===== config.mk =====
export PLATFORM = sky130hd
export DESIGN_NAME = vedio_frame_sched
export DESIGN_NICKNAME = d
export VERILOG_FILES = /design/src/rtl/vedio_frame_sched.sv
export SDC_FILE = /design/constraint.sdc
export NUM_CORES = 1
export LEC_CHECK = 0
export ABC_AREA = 1
export CORE_MARGIN = 5
export CORE_UTILIZATION = 37
export DETAILED_ROUTE_END_ITERATION = 12
export PLACE_DENSITY = 0.65
export SLEW_MARGIN = 20
export SYNTH_ARGS = -nofsm -noshare
export SYNTH_HDL_FRONTEND = slang
export SYNTH_SLANG_ARGS = --single-unit

===== constraint.sdc =====
create_clock -name clk -period 3.08 [get_ports clk]
set_input_delay 0.924 -clock clk [delete_from_list [all_inputs] [get_ports clk]]
set_output_delay 0.924 -clock clk [all_outputs]
set_load 0.05 [all_outputs]

===== src/rtl/vedio_frame_sched.sv =====
// Frame-level sequencer: steps src_sel through the sources, counting completed
// destination frames per source, switching only in a shared vertical blank.
module vedio_frame_sched #(
  parameter int SRC_NUM        = 4,
  parameter int SEL_DW         = 2,
  parameter int FRAMES_PER_SRC = 2,
  parameter int FCNT_DW        = 8,
  parameter int TIMEOUT_CLK    = 2_000_000,
  parameter int TOUT_DW        = 32
) (
  input  logic               clk,
  input  logic               rst_n,
  input  logic               start,
  input  logic               abort,
  input  logic               src_vsync,
  input  logic               dst_vsync,
  output logic [SEL_DW-1:0]  src_sel,
  output logic               busy,
  output logic               done,
  output logic               err,
  output logic [FCNT_DW-1:0] frame_cnt,
  output logic [2:0]         state_dbg
);

  typedef enum logic [2:0] {
    S_IDLE     = 3'd0,
    S_WAIT_SOF = 3'd1,
    S_RUN      = 3'd2,
    S_SWITCH   = 3'd3,
    S_DONE     = 3'd4,
    S_ERR      = 3'd5
  } state_t;

  localparam logic [SEL_DW-1:0]  SEL_LAST  = SEL_DW'(SRC_NUM - 1);
  localparam logic [FCNT_DW-1:0] FCNT_MAX  = FCNT_DW'(FRAMES_PER_SRC);
  localparam logic [TOUT_DW-1:0] TOUT_LAST = TOUT_DW'(TIMEOUT_CLK - 1);

  state_t             state, state_nx;
  logic [SEL_DW-1:0]  sel_nx;
  logic [FCNT_DW-1:0] cnt_nx;
  logic [TOUT_DW-1:0] wd, wd_nx;
  logic               src_q, dst_q, dst_qq;
  logic               dst_rise, dst_fall;

  assign dst_rise  = dst_q & ~dst_qq;
  assign dst_fall  = ~dst_q & dst_qq;
  assign state_dbg = state;

  always_comb begin
    state_nx = state;
    sel_nx   = src_sel;
    cnt_nx   = frame_cnt;
    wd_nx    = wd;
    if (abort) begin
      state_nx = S_IDLE;
      wd_nx    = '0;
    end else begin
      case (state)
        S_IDLE, S_DONE, S_ERR: begin
          if (start) begin
            state_nx = S_WAIT_SOF;
            sel_nx   = '0;
            cnt_nx   = '0;
            wd_nx    = '0;
          end
        end
        S_WAIT_SOF, S_RUN, S_SWITCH: begin
          wd_nx = wd + TOUT_DW'(1);
          // A stalled pipeline wins over any vsync event landing in the same cycle.
          if (wd == TOUT_LAST) begin
            state_nx = S_ERR;
            wd_nx    = '0;
          end else if (state == S_WAIT_SOF) begin
            if (dst_rise) begin
              state_nx = S_RUN;
              wd_nx    = '0;
            end
          end else if (state == S_RUN) begin
            if (dst_fall) begin
              cnt_nx = frame_cnt + FCNT_DW'(1);
              wd_nx  = '0;
              if (cnt_nx == FCNT_MAX)
                state_nx = (src_sel == SEL_LAST) ? S_DONE : S_SWITCH;
            end
          end else begin
            // Only move the shared select while both streams sit in blank.
            if (!src_q && !dst_q) begin
              state_nx = S_WAIT_SOF;
              sel_nx   = src_sel + SEL_DW'(1);
              cnt_nx   = '0;
              wd_nx    = '0;
            end
          end
        end
        default: begin
          state_nx = S_IDLE;
          wd_nx    = '0;
        end
      endcase
    end
  end

  always_ff @(posedge clk or negedge rst_n) begin
    if (!rst_n) begin
      state     <= S_IDLE;
      src_sel   <= '0;
      frame_cnt <= '0;
      wd        <= '0;
      src_q     <= 1'b0;
      dst_q     <= 1'b0;
      dst_qq    <= 1'b0;
      busy      <= 1'b0;
      done      <= 1'b0;
      err       <= 1'b0;
    end else begin
      state     <= state_nx;
      src_sel   <= sel_nx;
      frame_cnt <= cnt_nx;
      wd        <= wd_nx;
      src_q     <= src_vsync;
      dst_q     <= dst_vsync;
      dst_qq    <= dst_q;
      busy      <= (state_nx == S_WAIT_SOF) || (state_nx == S_RUN) || (state_nx == S_SWITCH);
      done      <= (state_nx == S_DONE);
      err       <= (state_nx == S_ERR);
    end
  end

endmodule


==> impl_results.md, run 1 <==
* CTS hold repair buffers at 0
* Worst Setup End Kind: primary output
* Iteration-0 DRC Markers at 100
* Worst-margin pin slew at 0.9074 ns
* Design area at 0.003664 mm2
* Hold Vio Cnt, Final at 0
* Max-Cap Viols at 0
* Wire length on met1 at 3328 um
* Dpl ws at 0.3464 ns
* TritonCTS Buffers at 5
* Crit path max-delay family: buffers and inverters
* Final GP Congestion at 0.8659
* Yosys reg bits at 51
* Routed met3 length at 382 um
* Antenna Cells at 0
* Syn_nets at 440
* Synth warn at 0
* Comb power frac at 28.8%
* Post-route minimum period at 2.595 ns
* Synth Cell Area at 0.003208 mm2
* Worst setup endpoint: frame_cnt[3]
* Largest net degree at the start of global routing at 40
* Worst setup path startpoint: frame_cnt[3]
* R2R Path Start: wd[0]
* Sinks on Clock Net at 51
* Setup TNS at 0 ns
* Critical path class: reg -> out
* WP buf/inv at 1
* Top layer in use: met4
* DR WL met2 at 3517 um
* Slowest-stage cell, CP: clkdlybuf4s50_1
* Global-route wire length before repair at 12700 um
* Reg2reg setup slack at 0.82 ns
* Critical Path Max Stage Delay at 0.86 ns
* Port Buffers at 21
* Post-cts gate resize count at 0
* HPWL after DPL at 5440 um
* Postcts setup bufs at 0
* Clock tree buffer depth at 2
* Switching pwr at 0.6382 mW
* CTS clock-pin slew for the worst setup and hold paths at 0.10 ns
* Antenna-violating nets left at 0
* Die Ht at 103.1 um
* DIE AREA at 0.01063 mm2
* Total congestion overflow at 0
* Worst-path cell chain: clkdlybuf4s50_1
* Crit path DAT at 1.67 ns
* Vias/cell at 5.114
* Final Setup Violations at 0
* Final #Nets at 464
* R2r worst-path depth at 11
* Switching Share at 35.01%
* Worst skew pair latency at 0.30 ns
* Seq/Total Area, Yosys at 39.78%
* Vias at 2879
* Period utilization at 84.25%
* Power per cell area at 497.6 mW/mm2
* Power Internal at 1.185 mW
* Crit path max fanout at 8
* GRT Util Overall at 14.68%
* # DRC at 0
* Area grow syn2layout at 14.20%
* EDFF count, synth at 0
* Gate Count Post-Synth at 430
* Hold Path Class: reg -> reg
* CTS tree: done
* Die width at 103.1 um
* LEAKAGE at 1.556 nW
* Vias in the first global route at 2791
* Post-route clock skew at 0.006559 ns
* Post-synth top flop: dfrtp_1
* Layout cells sized above 1 at 10.11%
* RSZ-0062 raised after global routing: no
* Slew Limit Fails at 0
* Distinct cells, synth at 43
* Total length of routed wires at 7253 um
* DR WL/cell at 12.88 um
* Worst vdd ir at 0.0002142 V
* Root Buffer: clkbuf_8
* Sequential cell fraction of total power at 40.8%
* Max transition margin at 39.51%
* DRT Pass-1 Iters at 4
* CP Data Required Time at 2.16 ns
* Result of the run: finished clean
* Worst setup margin at 0.4850 ns
* # IOs at 22
* CP Launch Type: flip-flop
* F_max at 0.3854 GHz
* Syn Area/Cell at 7.461 um2
* FF-to-FF End: wd[19]
* Cell depth of the worst setup path at 1
* Clock power frac at 30.5%
* H-tree levels at 2
* Core area at 0.008593 mm2
* Placed Instance Area at 0.003527 mm2
* Synth async-reset ratio at 100.0%
* Initial antenna violation count at 0
* Fill count at 889
* Num rows at 34
* Starting Density at 37.33%
cells in the final DEF, fill, tap and decap left out, drive strengths merged, types with 2 or more instances in the layout:
cell type      count
a21boi             2
a21oi             11
buf                5
bufinv             2
clkbuf             5
clkdlybuf4s50     20
dfrtp             51
ha                 4
inv               68
nand2             94
nand3             33
nand4             13
nor2              56
nor3               8
o211ai             2
o21a               2
o21ai             42
o22ai             13
or2                4
xor2              11
synth_stat cells (4+ instances only):
master   count  area (um2)
a21oi_1     10       50.05
dfrtp_1     51        1276
ha_1         4       50.05
inv_1       61       229.0
inv_2        7       26.28
nand2_1     91       341.6
nand3_1     28       140.1
nand4_1     11       68.82
nor2_1      47       176.4
nor2_4       5       56.30
nor3_1       7       35.03
o21ai_0     18       90.09
o21ai_1     22       110.1
o22ai_1     13       81.33
xor2_1      11       96.34
power by group through the flow:
stage | clock (mW) | combinational [mW] | sequential, mW
3_5_place_dp | 0 | 0.526 | 0.757
5_1_grt | 0.587 | 0.583 | 0.749
4_1_cts | 0.573 | 0.530 | 0.743
2_1_floorplan | 0 | 0.293 | 0.844
6_report | 0.555 | 0.525 | 0.743
3_3_place_gp | 0 | 0.517 | 0.755
area by class of cell:
cell class	instances	area, um2	area share (%)
clock buffer	5	68.82	1.878
clock inverter	3	67.56	1.844
inverter	69	259.0	7.070
multi-input combinational	302	1622	44.26
sequential	51	1276	34.84
tap	108	135.1	3.689
timing repair buffer	25	235.2	6.421
state kept, by name, summed over array words and instances, names as in the netlist:
register / count
busy: 1
done: 1
dst_q: 1
dst_qq: 1
err: 1
frame_cnt: 8
src_q: 1
src_sel: 2
state_dbg: 3
wd: 32
layer usage:
| layer | vias to the layer above | global-route usage, % |
|---|---|---|
| li1 | 1439 | - |
| met3 | 2 | 2.300 |
| met1 | 1379 | 18.87 |
| met2 | 59 | 26.15 |
| met5 | - | 0 |
| met4 | 0 | 2.789 |
how the worst min path moves through the flow:
stage	startpoint	end	slack, ns	cells past startpoint
2_1_floorplan	dst_q	dst_qq	0.39	0
6_report	dst_q	dst_qq	0.45	0
5_1_grt	dst_q	dst_qq	0.48	0
4_1_cts	dst_q	dst_qq	0.45	0
3_5_place_dp	dst_q	dst_qq	0.43	0
3_3_place_gp	dst_q	dst_qq	0.42	0
logic make-up (layout without fill, tap and decap cells):
| kind of cell | Yosys count | after routing | synth area share, % |
|---|---|---|---|
| and+or+nand+nor | 213 | 213 | 32.88 |
| adders and majority gates | 4 | 4 | 1.560 |
| xor gates and xnor gates | 12 | 12 | 3.276 |
| buffers and inverters | 77 | 102 | 9.672 |
| AOI/OAI and AO/OA | 73 | 73 | 12.83 |
| DFF | 51 | 51 | 39.78 |
through the flow:
step / power, mW / hold WS (ns) / cells / utilization (%)
2_1_floorplan: 1.136 / 0.3874 / 430 / -
3_3_place_gp: 1.273 / 0.4191 / 555 / 41.05
3_5_place_dp: 1.283 / 0.4316 / 555 / 41.05
4_1_cts: 1.846 / 0.4543 / 563 / 42.63
5_1_grt: 1.919 / 0.4804 / 563 / 42.63
6_report: 1.823 / 0.4460 / 563 / 42.63
Note: power is estimated with default switching activity, not from simulation.
==> inputs of run 2 (changes only) <==
--- a/config.mk
+++ b/config.mk
@@ -9,7 +9,7 @@
 export CORE_MARGIN = 5
 export CORE_UTILIZATION = 37
 export DETAILED_ROUTE_END_ITERATION = 12
-export PLACE_DENSITY = 0.65
+export PLACE_DENSITY = 0.67
 export SLEW_MARGIN = 20
 export SYNTH_ARGS = -nofsm -noshare
 export SYNTH_HDL_FRONTEND = slang
==> constraint.sdc (replaced) <==
create_clock -name clk -period 2.3 [get_ports clk]
set_input_delay 0.69 -clock clk [delete_from_list [all_inputs] [get_ports clk]]
set_output_delay 0.69 -clock clk [all_outputs]
set_load 0.05 [all_outputs]
==> impl_results.md, run 2 (same netlist as run 1, synthesis figures left out) <==
* Hold Path Class: in -> async
* Worst-margin pin slew at 0.5017 ns
* Post-route minimum period at 2.263 ns
* Worst setup margin at 0.03686 ns
* CP Data Required Time at 1.61 ns
* Fin cells at 567
* Dpl ws at 0.1203 ns
* Hold Vio Cnt, Final at 0
* RSZ-0062 raised after global routing: no
* Final Setup Violations at 0
* Vias at 2877
* DRT Pass-1 Iters at 4
* Design area at 0.003664 mm2
* Num rows at 34
* H-tree levels at 2
* CTS tree: done
* Layout cells sized above 1 at 12.64%
* Vias in the first global route at 2778
* Area grow syn2layout at 14.20%
* GRT Util Overall at 14.70%
* Worst skew pair latency at 0.31 ns
* Placed Instance Area at 0.003555 mm2
* CP Launch Type: flip-flop
* LEAKAGE at 1.596 nW
* Result of the run: finished clean
* Core area at 0.008593 mm2
* Max reg flops at 32
* Final #Nets at 468
* Fill count at 880
* Sinks on Clock Net at 51
* WP buf/inv at 1
* # IOs at 22
* Port Buffers at 21
* Post-route clock skew at 0.01246 ns
* Crit path max-delay family: buffers and inverters
* Sequential Area at 0.001277 mm2
* Antenna-violating nets left at 0
* Critical path class: reg -> out
* Placed Cells at 559
* Die Ht at 103.1 um
* TritonCTS Buffers at 5
* Total congestion overflow at 0
* DR WL/cell at 13.11 um
* Worst-path cell chain: clkdlybuf4s50_1
* Max-Cap Viols at 0
* Vias/cell at 5.074
* Slowest-stage cell, CP: clkdlybuf4s50_1
* Starting Density at 37.33%
* Critical Path Max Stage Delay at 0.83 ns
* Area of the multi-input gates at 0.001624 mm2
* Iteration-0 DRC Markers at 158
* Max transition margin at 66.45%
* Period utilization at 98.40%
* HPWL after DPL at 5556 um
* Global-route wire length before repair at 12530 um
* DIE AREA at 0.01063 mm2
* Most common cell after layout, fill and taps aside: nand2_1
* F_max at 0.4419 GHz
* Slew Limit Fails at 0
* Initial antenna violation count at 0
* Top register by number of flip-flops: wd
* Antenna Cells at 0
* Worst Setup End Kind: primary output
* Clock tree buffer depth at 2
* Root Buffer: clkbuf_8
* Crit path max fanout at 4
* Worst vdd ir at 0.0002575 V
* Largest net degree at the start of global routing at 32
* Most frequent cells in the layout: nand2_1, inv_1, dfrtp_1, nor2_1, nand3_1
* Power per cell area at 628.6 mW/mm2
* Final GP Congestion at 0.8781
* Total length of routed wires at 7431 um
* Die width at 103.1 um
* CTS clock-pin slew for the worst setup and hold paths at 0.10 ns
* Crit path DAT at 1.57 ns
* Setup TNS at 0 ns
* # DRC at 0
run 2: repair_timing:
action | 4_1_cts | 5_1_grt
resized for setup | 1 | 3
hold buffers | 0 | 0
setup buffers | 0 | 0
setup endpoints to repair | 1 | 4
run 2: power breakdown:
group          leakage, nW  internal (mW)  switching [mW]
registers            0.700          0.943          0.0489
clock network       0.0505          0.275           0.317
logic                0.846          0.224           0.496
run 2: cell type report:
class                   count  share of cell area [%]
flip-flops and latches     51                   34.87
multi-input cells         302                   44.33
clock buffers               7                   2.630
clock inverters             1                  0.2049
repair buffers             29                   7.206
inverters                  69                   7.070
well taps                 108                   3.689
run 2: worst paths after layout:
path                                   start      endpoint  slack [ns]  cells after the start
max in group asynchronous              rst_n        wd[10]        1.43                      2
worst max-delay path            state_dbg[2]  state_dbg[2]        0.04                      1
min in group clk                       dst_q        dst_qq        0.44                      0
worst max register to register        wd[29]        wd[19]        0.24                      8
worst min-delay path                   rst_n  frame_cnt[5]        0.33                      1
worst min register to register         dst_q        dst_qq        0.44                      0
run 2: stage by stage:
step	power (mW)	utilization (%)	hold WS, ns
floorplan	1.522	-	0.3874
global placement	1.718	41.37	0.4337
detailed placement	1.733	41.37	0.4386
CTS	2.329	42.56	0.3457
global route	2.436	42.63	0.3653
finish	2.303	42.63	0.3283
run 2: per-layer routing:
layer,global-route usage [%],wire length [um],up-vias
met2,24.67,3450,66
met4,4.681,103,0
met5,0,0,-
li1,-,-,1453
met1,19.21,3469,1346
met3,2.639,409,12
